`src/rtl/segment_writer_if.sv`:
```
// Avalon-MM bus bundle between segment_writer (master) and the display register slave.
interface segment_writer_if;
  // Handshake: a raised write or read strobe, together with address and data,
  // is a request. It is accepted on the first rising clock edge where
  // waitrequest is low. Until then the master keeps the strobe and data steady.
  logic [3:0]  address;
  logic        write;
  logic        read;
  logic [63:0] writedata;
  logic [7:0]  byteenable;
  logic [63:0] readdata;
  logic        waitrequest;

  modport master (
    output address, write, read, writedata, byteenable,
    input  readdata, waitrequest
  );

  modport slave (
    input  address, write, read, writedata, byteenable,
    output readdata, waitrequest
  );
endinterface

```
`src/rtl/segment_writer.sv`:
```
// Encodes 8 hex digits + decimal points to active-low 7-segment bytes and writes them as one 64-bit word.
// Optional readback check is compiled in with `define SEGMENT_WRITER_VERIFY_EN.
module segment_writer #(
  parameter logic [3:0] SEG_ADDR     = 4'h0,
  parameter int         READ_LATENCY = 3,
  parameter bit         AUTO_REFRESH = 1'b0
) (
  input  logic        clk,
  input  logic        reset,
  input  logic [31:0] digits_in,
  input  logic [7:0]  dp_in,
  input  logic        update,
  output logic        busy,
  output logic        done,
  output logic        error,
  output logic [2:0]  fsm_state,
  segment_writer_if.master avm
);

  localparam logic [2:0] IDLE  = 3'd0;
  localparam logic [2:0] ENC   = 3'd1;
  localparam logic [2:0] WR    = 3'd2;
`ifdef SEGMENT_WRITER_VERIFY_EN
  localparam logic [2:0] RD    = 3'd3;
  localparam logic [2:0] RWAIT = 3'd4;
  localparam logic [2:0] CMP   = 3'd5;
`endif

  logic [2:0]  state;
  logic        pending;
  logic [63:0] wdata;
  logic [31:0] last_digits;
  logic [7:0]  last_dp;
  logic        inputs_changed;
  logic        start;

  // Segment order in a byte: bit7=dp, bits6..0 = g..a, all active-low.
  function automatic logic [7:0] seg_encode(input logic [3:0] nib, input logic dp);
    logic [7:0] s;
    case (nib)
      4'h0: s = 8'hC0;
      4'h1: s = 8'hF9;
      4'h2: s = 8'hA4;
      4'h3: s = 8'hB0;
      4'h4: s = 8'h99;
      4'h5: s = 8'h92;
      4'h6: s = 8'h82;
      4'h7: s = 8'hF8;
      4'h8: s = 8'h80;
      4'h9: s = 8'h90;
      4'hA: s = 8'h88;
      4'hB: s = 8'h83;
      4'hC: s = 8'hC6;
      4'hD: s = 8'hA1;
      4'hE: s = 8'h86;
      default: s = 8'hFF;
    endcase
    s[7] = s[7] & ~dp;
    return s;
  endfunction

  function automatic logic [63:0] encode_word(input logic [31:0] d, input logic [7:0] p);
    logic [63:0] w;
    w = '0;
    for (int i = 0; i < 8; i++) begin
      w[8*i +: 8] = seg_encode(d[4*i +: 4], p[i]);
    end
    return w;
  endfunction

  assign inputs_changed = (digits_in != last_digits) || (dp_in != last_dp);
  assign start          = update || pending || (AUTO_REFRESH && inputs_changed);

  assign busy           = (state != IDLE);
  assign fsm_state      = state;
  assign avm.address    = SEG_ADDR;
  assign avm.byteenable = 8'hFF;
  assign avm.writedata  = wdata;
  assign avm.write      = (state == WR);

`ifdef SEGMENT_WRITER_VERIFY_EN
  logic [2:0]  lat_cnt;
  logic [63:0] rd_cap;
  logic        err_q;

  assign avm.read = (state == RD);
  assign error    = err_q;

  always_ff @(posedge clk or negedge reset) begin
    if (!reset) begin
      lat_cnt <= '0;
      rd_cap  <= '0;
      err_q   <= 1'b0;
    end else begin
      if (state == RD && !avm.waitrequest) begin
        lat_cnt <= '0;
      end else if (state == RWAIT) begin
        lat_cnt <= lat_cnt + 3'd1;
        if (lat_cnt == 3'(READ_LATENCY - 1)) begin
          rd_cap <= avm.readdata;
        end
      end
      // error stays set until reset, even across later good readbacks
      if (state == CMP && rd_cap != wdata) begin
        err_q <= 1'b1;
      end
    end
  end
`else
  logic unused_rd;
  assign unused_rd = ^{avm.readdata, 3'(READ_LATENCY)};
  assign avm.read  = 1'b0;
  assign error     = 1'b0;
`endif

  always_ff @(posedge clk or negedge reset) begin
    if (!reset) begin
      state       <= IDLE;
      pending     <= 1'b0;
      done        <= 1'b0;
      wdata       <= '0;
      last_digits <= '0;
      last_dp     <= '0;
    end else begin
      done <= 1'b0;
      // Requests arriving while a transaction is in flight collapse into one.
      if (update && state != IDLE) begin
        pending <= 1'b1;
      end
      case (state)
        IDLE: begin
          if (start) begin
            state   <= ENC;
            pending <= 1'b0;
          end
        end
        ENC: begin
          wdata       <= encode_word(digits_in, dp_in);
          last_digits <= digits_in;
          last_dp     <= dp_in;
          state       <= WR;
        end
        WR: begin
          if (!avm.waitrequest) begin
`ifdef SEGMENT_WRITER_VERIFY_EN
            state <= RD;
`else
            state <= IDLE;
            done  <= 1'b1;
`endif
          end
        end
`ifdef SEGMENT_WRITER_VERIFY_EN
        RD: begin
          if (!avm.waitrequest) begin
            state <= RWAIT;
          end
        end
        RWAIT: begin
          if (lat_cnt == 3'(READ_LATENCY - 1)) begin
            state <= CMP;
          end
        end
        CMP: begin
          done  <= 1'b1;
          state <= IDLE;
        end
`endif
        default: state <= IDLE;
      endcase
    end
  end

endmodule

```
`src/flat_wrapper.sv`:
```
// flat-port wrapper written by rule: the top's interface ports become plain ports
module segment_writer_flat 
#(
  parameter logic [3:0] SEG_ADDR     = 4'h0,
  parameter int         READ_LATENCY = 3,
  parameter bit         AUTO_REFRESH = 1'b0
)
  (clk, reset, digits_in, dp_in, update, busy, done, error, fsm_state, avm_address, avm_write, avm_read, avm_writedata, avm_byteenable, avm_readdata, avm_waitrequest);
  segment_writer_if avm_i ();
  input  logic clk;
  input  logic reset;
  input  logic [31:0] digits_in;
  input  logic [7:0] dp_in;
  input  logic update;
  output logic busy;
  output logic done;
  output logic error;
  output logic [2:0] fsm_state;
  output wire logic [$bits(avm_i.address)-1:0] avm_address;
  output wire logic [$bits(avm_i.write)-1:0] avm_write;
  output wire logic [$bits(avm_i.read)-1:0] avm_read;
  output wire logic [$bits(avm_i.writedata)-1:0] avm_writedata;
  output wire logic [$bits(avm_i.byteenable)-1:0] avm_byteenable;
  input wire logic [$bits(avm_i.readdata)-1:0] avm_readdata;
  input wire logic [$bits(avm_i.waitrequest)-1:0] avm_waitrequest;
  assign avm_address = avm_i.address;
  assign avm_write = avm_i.write;
  assign avm_read = avm_i.read;
  assign avm_writedata = avm_i.writedata;
  assign avm_byteenable = avm_i.byteenable;
  assign avm_i.readdata = avm_readdata;
  assign avm_i.waitrequest = avm_waitrequest;
  segment_writer #(.SEG_ADDR(SEG_ADDR), .READ_LATENCY(READ_LATENCY), .AUTO_REFRESH(AUTO_REFRESH)) u_core (.clk(clk), .reset(reset), .digits_in(digits_in), .dp_in(dp_in), .update(update), .busy(busy), .done(done), .error(error), .fsm_state(fsm_state), .avm(avm_i));
endmodule
```
`config.mk`:
```
export PLATFORM = sky130hd
export DESIGN_NAME = segment_writer_flat
export DESIGN_NICKNAME = d
export VERILOG_FILES = /design/src/rtl/segment_writer_if.sv /design/src/rtl/segment_writer.sv /design/src/flat_wrapper.sv
export SDC_FILE = /design/constraint.sdc
export NUM_CORES = 1
export LEC_CHECK = 0
export BUFFER_PORTS_ARGS = -buffer_cell sky130_fd_sc_hd__buf_4
export CORE_MARGIN = 2
export CORE_UTILIZATION = 30
export CTS_BUF_LIST = sky130_fd_sc_hd__clkbuf_8
export DETAILED_ROUTE_END_ITERATION = 10
export PLACE_DENSITY = 0.58
export RECOVER_POWER = 50
export SETUP_SLACK_MARGIN = 0.3
export SLEW_MARGIN = 30
export SYNTH_ARGS = -nofsm -noshare
export SYNTH_HDL_FRONTEND = slang
export SYNTH_SLANG_ARGS = --single-unit
```
`constraint.sdc`:
```
create_clock -name clk -period 3.9 [get_ports clk]
set_clock_uncertainty 0.1 [all_clocks]
set_input_delay 0.195 -clock clk [delete_from_list [all_inputs] [get_ports clk]]
set_output_delay 0.195 -clock clk [all_outputs]
set_load 0.01 [all_outputs]
```
==> impl_summary.txt <==
----------------------------------------------------
[Power]
  Leakage power figure ... between 0.002 and 0.003 uW
  Worst voltage drop across the vdd grid ... between 0.0002 and 0.00025 V
  Areal power density over the cells ... ~580 mW/mm^2

[Die]
  Placement row count ... 45
  Chip height ... 128 um
  Die area ... 0.0164 mm^2
  Core footprint ... ~0.015 mm^2
  Top-level port count ... ~190
  Starting utilization of the core area ... between 30% and 40%
  DIE WIDTH ... 128 um

[Timing]
  Final count of negative-setup-slack endpoints ... 0
  RSZ-0062 raised after global routing ... no
  Fraction of the cycle the final worst path needs ... a little under three fifths
  Total count of max-transition violations in the final report ... approximately 70
  Slew at the pin with the worst max-slew slack ... 1820 ps
  Worst slew slack as a fraction of its limit ... -21.6%
  Post-route minimum period ... roughly 2200 ps
  Highest clock frequency the design can meet ... ~0.45 GHz
  Hold Vio Cnt, Final ... 0
  Aggregate negative setup slack ... 0 ps
  Worst hold margin ... roughly 46 ps

[Logic synthesis]
  Mux cell area share after synthesis ... under 10%
  Compound-cell area share of the yosys netlist ... 15.4%
  Cell count after synthesis ... 488
  Synthesis Warnings ... 0
  Syn Std Cell Area ... between 0.004 and 0.005 mm^2
  Number of synthesized register bits ... 68
  Synth Area per Inst ... around 9.5 um^2
  Post-synthesis share of cell area spent on full adders, half adders and majority gates ... between 10% and 20%
  Share of synthesized cell area in and, or, nand and nor gates ... between 15 and 20%
  Dominant combinational cell family by area after synthesis ... simple AND/OR/NAND/NOR gates
  Number of distinct library cells after synthesis ... 35
  Part of the Yosys area used for sequential elements ... between 30% and 40%
  XOR/XNOR share of the synthesized area ... 0%

[Status]
  Violations in the final reports ... max-capacitance violations, max-slew violations
  Status ... finished with violations

[Worst setup path]
  Worst r2r dst ... u_core.avm.writedata[52]
  Worst-case reg-to-reg path depth ... 4
  Setup slack on the worst flop-to-flop path ... approximately 1700 ps
  Critical path fanouts, max ... 42
  Startpoint of the most critical register-to-register path ... u_core.fsm_state[1]
  Worst setup SP type ... flip-flop
  Worst EP arrival ... between 2000 and 2500 ps
  Category of the worst setup path capture point ... flip-flop
  Setup Crit Path Kind ... reg2reg
  Required time at the worst-slack endpoint ... a little over 4000 ps

[Cells and area]
  Multi-input gate area in the final layout ... roughly 0.0026 mm^2
  Inserted Diodes ... 0
  Fraction of final layout cells sized beyond drive strength 1 ... a little over a fifth
  Share of the core filled with cells in the final layout ... between 30 and 40%
  Number of filler instances in the final layout ... ~1500
  Final Cell Area ... 0.00562 mm^2
  Fin nets ... 747
  Total area of sequential cells ... roughly 0.0017 mm^2
  Area growth from synthesis to layout ... 21.5%

[Hold path]
  Hold-critical path endpoint ... u_core.avm.writedata[62]
  Min-Delay Path Depth ... 3
  Hold_sp ... digits_in[29]
  Path category of the worst min-delay check ... in2reg

[Detailed routing]
  First-pass detailed-route iteration total ... 4
  Final Routed Wirelength ... 10.9 mm
  Number of DRC markers after the initial detailed-route iteration ... 173
  DRC viols ... 0
  Routed Antenna Nets ... 0
  Detailed-route vias per instance ... 4.78
  Count of vias placed by the detailed router ... roughly 3700
  Average wire per cell in the routed design ... roughly 14 um

[Global routing]
  Global-route wire length before repair ... approximately 18 mm
  Congestion Overflow GR ... 0
  Maximum number of pins on one net before global-route repair ... slightly below 70
  Total routing resource utilization after global routing ... about 14%
  Vias in the first global route ... between 3000 and 4000
  Number of antenna violations at the first check in global routing ... 0

[Clock network]
  Count of buffers added by post-CTS timing repair for setup ... 0
  Clock edge transition at the registers on the reported setup and hold paths ... 80 ps
  Cts repair resizes ... 0
  Cell at the root of the clock tree ... clkbuf_8
  Cts-stage hold buffer count ... 11
  Clock Tree Buf Depth ... 2
  Deepest level of the CTS H-tree ... 3
  CTS tree ... done
  Total CTS buffers ... 9
  Clock sinks ... between 60 and 70
  Worst skew pair latency ... roughly 350 ps

[Placed design]
  Cell Area, Placed ... ~0.0055 mm^2
  Detailed placer's ending HPWL ... around 7.7 mm
  # port buffers ... 112
  Gpl congestion ... a little under 0.8

[Job]
  Max Cap Violations ... 1

----------------------------------------------------
-- cell usage after synthesis --
master | number | share of area [%]
a21oi_1 | 18 | 1.9
a22oi_1 | 6 | 0.97
a2bb2oi_1 | 7 | 1.3
a31oi_1 | 16 | 2.2
and2b_1 | 1 | 0.16
buf_12 | 1 | 0.43
buf_2 | 20 | 2.2
buf_4 | 17 | 2.8
buf_6 | 5 | 1.2
clkbuf_1 | 1 | 0.081
clkbuf_2 | 1 | 0.11
conb_1 | 2 | 0.16
dfrtp_1 | 68 | 37
ha_1 | 47 | 13
inv_1 | 19 | 1.5
mux2_2 | 16 | 3.9
mux2i_1 | 9 | 1.9
mux4_2 | 7 | 3.4
nand2_1 | 72 | 5.8
nand2_2 | 1 | 0.14
nand2b_1 | 11 | 1.5
nand3_1 | 3 | 0.32
nand3_4 | 3 | 1.1
nor2_1 | 29 | 2.4
nor2b_1 | 30 | 4.1
nor2b_2 | 1 | 0.19
nor3_1 | 8 | 0.87
nor3b_1 | 3 | 0.49
o211ai_1 | 5 | 0.81
o21ai_0 | 34 | 3.7
o21ai_1 | 10 | 1.1
o21bai_1 | 3 | 0.49
o221ai_1 | 5 | 0.95
o221ai_2 | 6 | 1.9
or3_1 | 3 | 0.41
-- kinds of logic after synthesis --
logic type                 after synthesis
AOI/OAI and AO/OA                      110
buffers and inverters                   64
adders and majority gates               47
other                                    2
and+or+nand+nor                        165
muxes                                   32
DFF                                     68
-- where the power goes --
group / internal [uW] / switching, uW / total, uW
sequential: 1040 / 199 / 1240
clock: 236 / 274 / 510
combinational: 657 / 837 / 1490
-- area by class of cell --
type	count	area share (%)
clock buffers	10	2.45
clock inverters	4	0.356
repair buffers	125	15.3
flip-flops and latches	68	30.3
multi-input cells	369	46.2
well taps	188	4.18
inverters	19	1.27
-- layout by cell type, fill, tap and decap left out, types with 3 or more instances in the layout --
master | Yosys | final
nand2_1 | 72 | 72
mux2_2 | 16 | 16
nand3_4 | 3 | 3
dlygate4sd3_1 | 0 | 11
buf_4 | 17 | 81
nor2b_1 | 30 | 30
dfrtp_1 | 68 | 68
nor2_1 | 29 | 29
o21ai_0 | 34 | 34
o221ai_2 | 6 | 6
a2bb2oi_1 | 7 | 7
o221ai_1 | 5 | 5
conb_1 | 2 | 15
o21bai_1 | 3 | 3
or3_1 | 3 | 3
o211ai_1 | 5 | 5
inv_1 | 19 | 21
mux4_2 | 7 | 7
mux2i_1 | 9 | 9
o21ai_1 | 10 | 10
nand3_1 | 3 | 3
a22oi_1 | 6 | 6
ha_1 | 47 | 47
clkbuf_1 | 1 | 31
nand2b_1 | 11 | 10
clkbuf_8 | 0 | 10
a21oi_1 | 18 | 18
nor3b_1 | 3 | 3
a31oi_1 | 16 | 16
nor3_1 | 8 | 8
-- how the worst max path moves through the flow --
| stage | startpoint | to | slack [ps] |
|---|---|---|---|
| floorplan | digits_in[4] | u_core.avm.writedata[11] | 2400 |
| finish | u_core.fsm_state[1] | u_core.avm.writedata[52] | 1690 |
| CTS | u_core.fsm_state[1] | u_core.avm.writedata[1] | 1610 |
| detailed placement | u_core.fsm_state[1] | u_core.avm.writedata[52] | 1620 |
| global route | reset | u_core.avm.writedata[59] | 1460 |
| global placement | u_core.fsm_state[1] | u_core.avm.writedata[51] | 1710 |
-- flip-flops by register name, summed over array words and instances, names as in the netlist --
name,cells
u_core.avm.writedata,64
u_core.done,1
u_core.fsm_state,2
u_core.pending,1
-- through the flow --
step	std cells	setup slack [ps]	total power [uW]
6_report	783	1690	3240
5_1_grt	783	1460	3540
4_1_cts	783	1610	3440
3_5_place_dp	758	1620	2900
3_3_place_gp	758	1710	2860
2_1_floorplan	501	2400	2160
-- worst max-delay path: stages (launching register included) --
cell,delay (ps)
dfrtp_1,540
nand2b_2,720
buf_4,490
a22oi_1,150
o21ai_1,100
-- routing by layer --
| metal | track usage [%] | vias up | wire length, um |
|---|---|---|---|
| met1 | 17.4 | 1791 | 5010 |
| li1 | - | 1852 | - |
| met5 | 0 | - | 0 |
| met4 | 5.82 | 0 | 180 |
| met3 | 2.67 | 11 | 430 |
| met2 | 23.1 | 89 | 5240 |
Note: power is estimated with default switching activity, not from simulation.
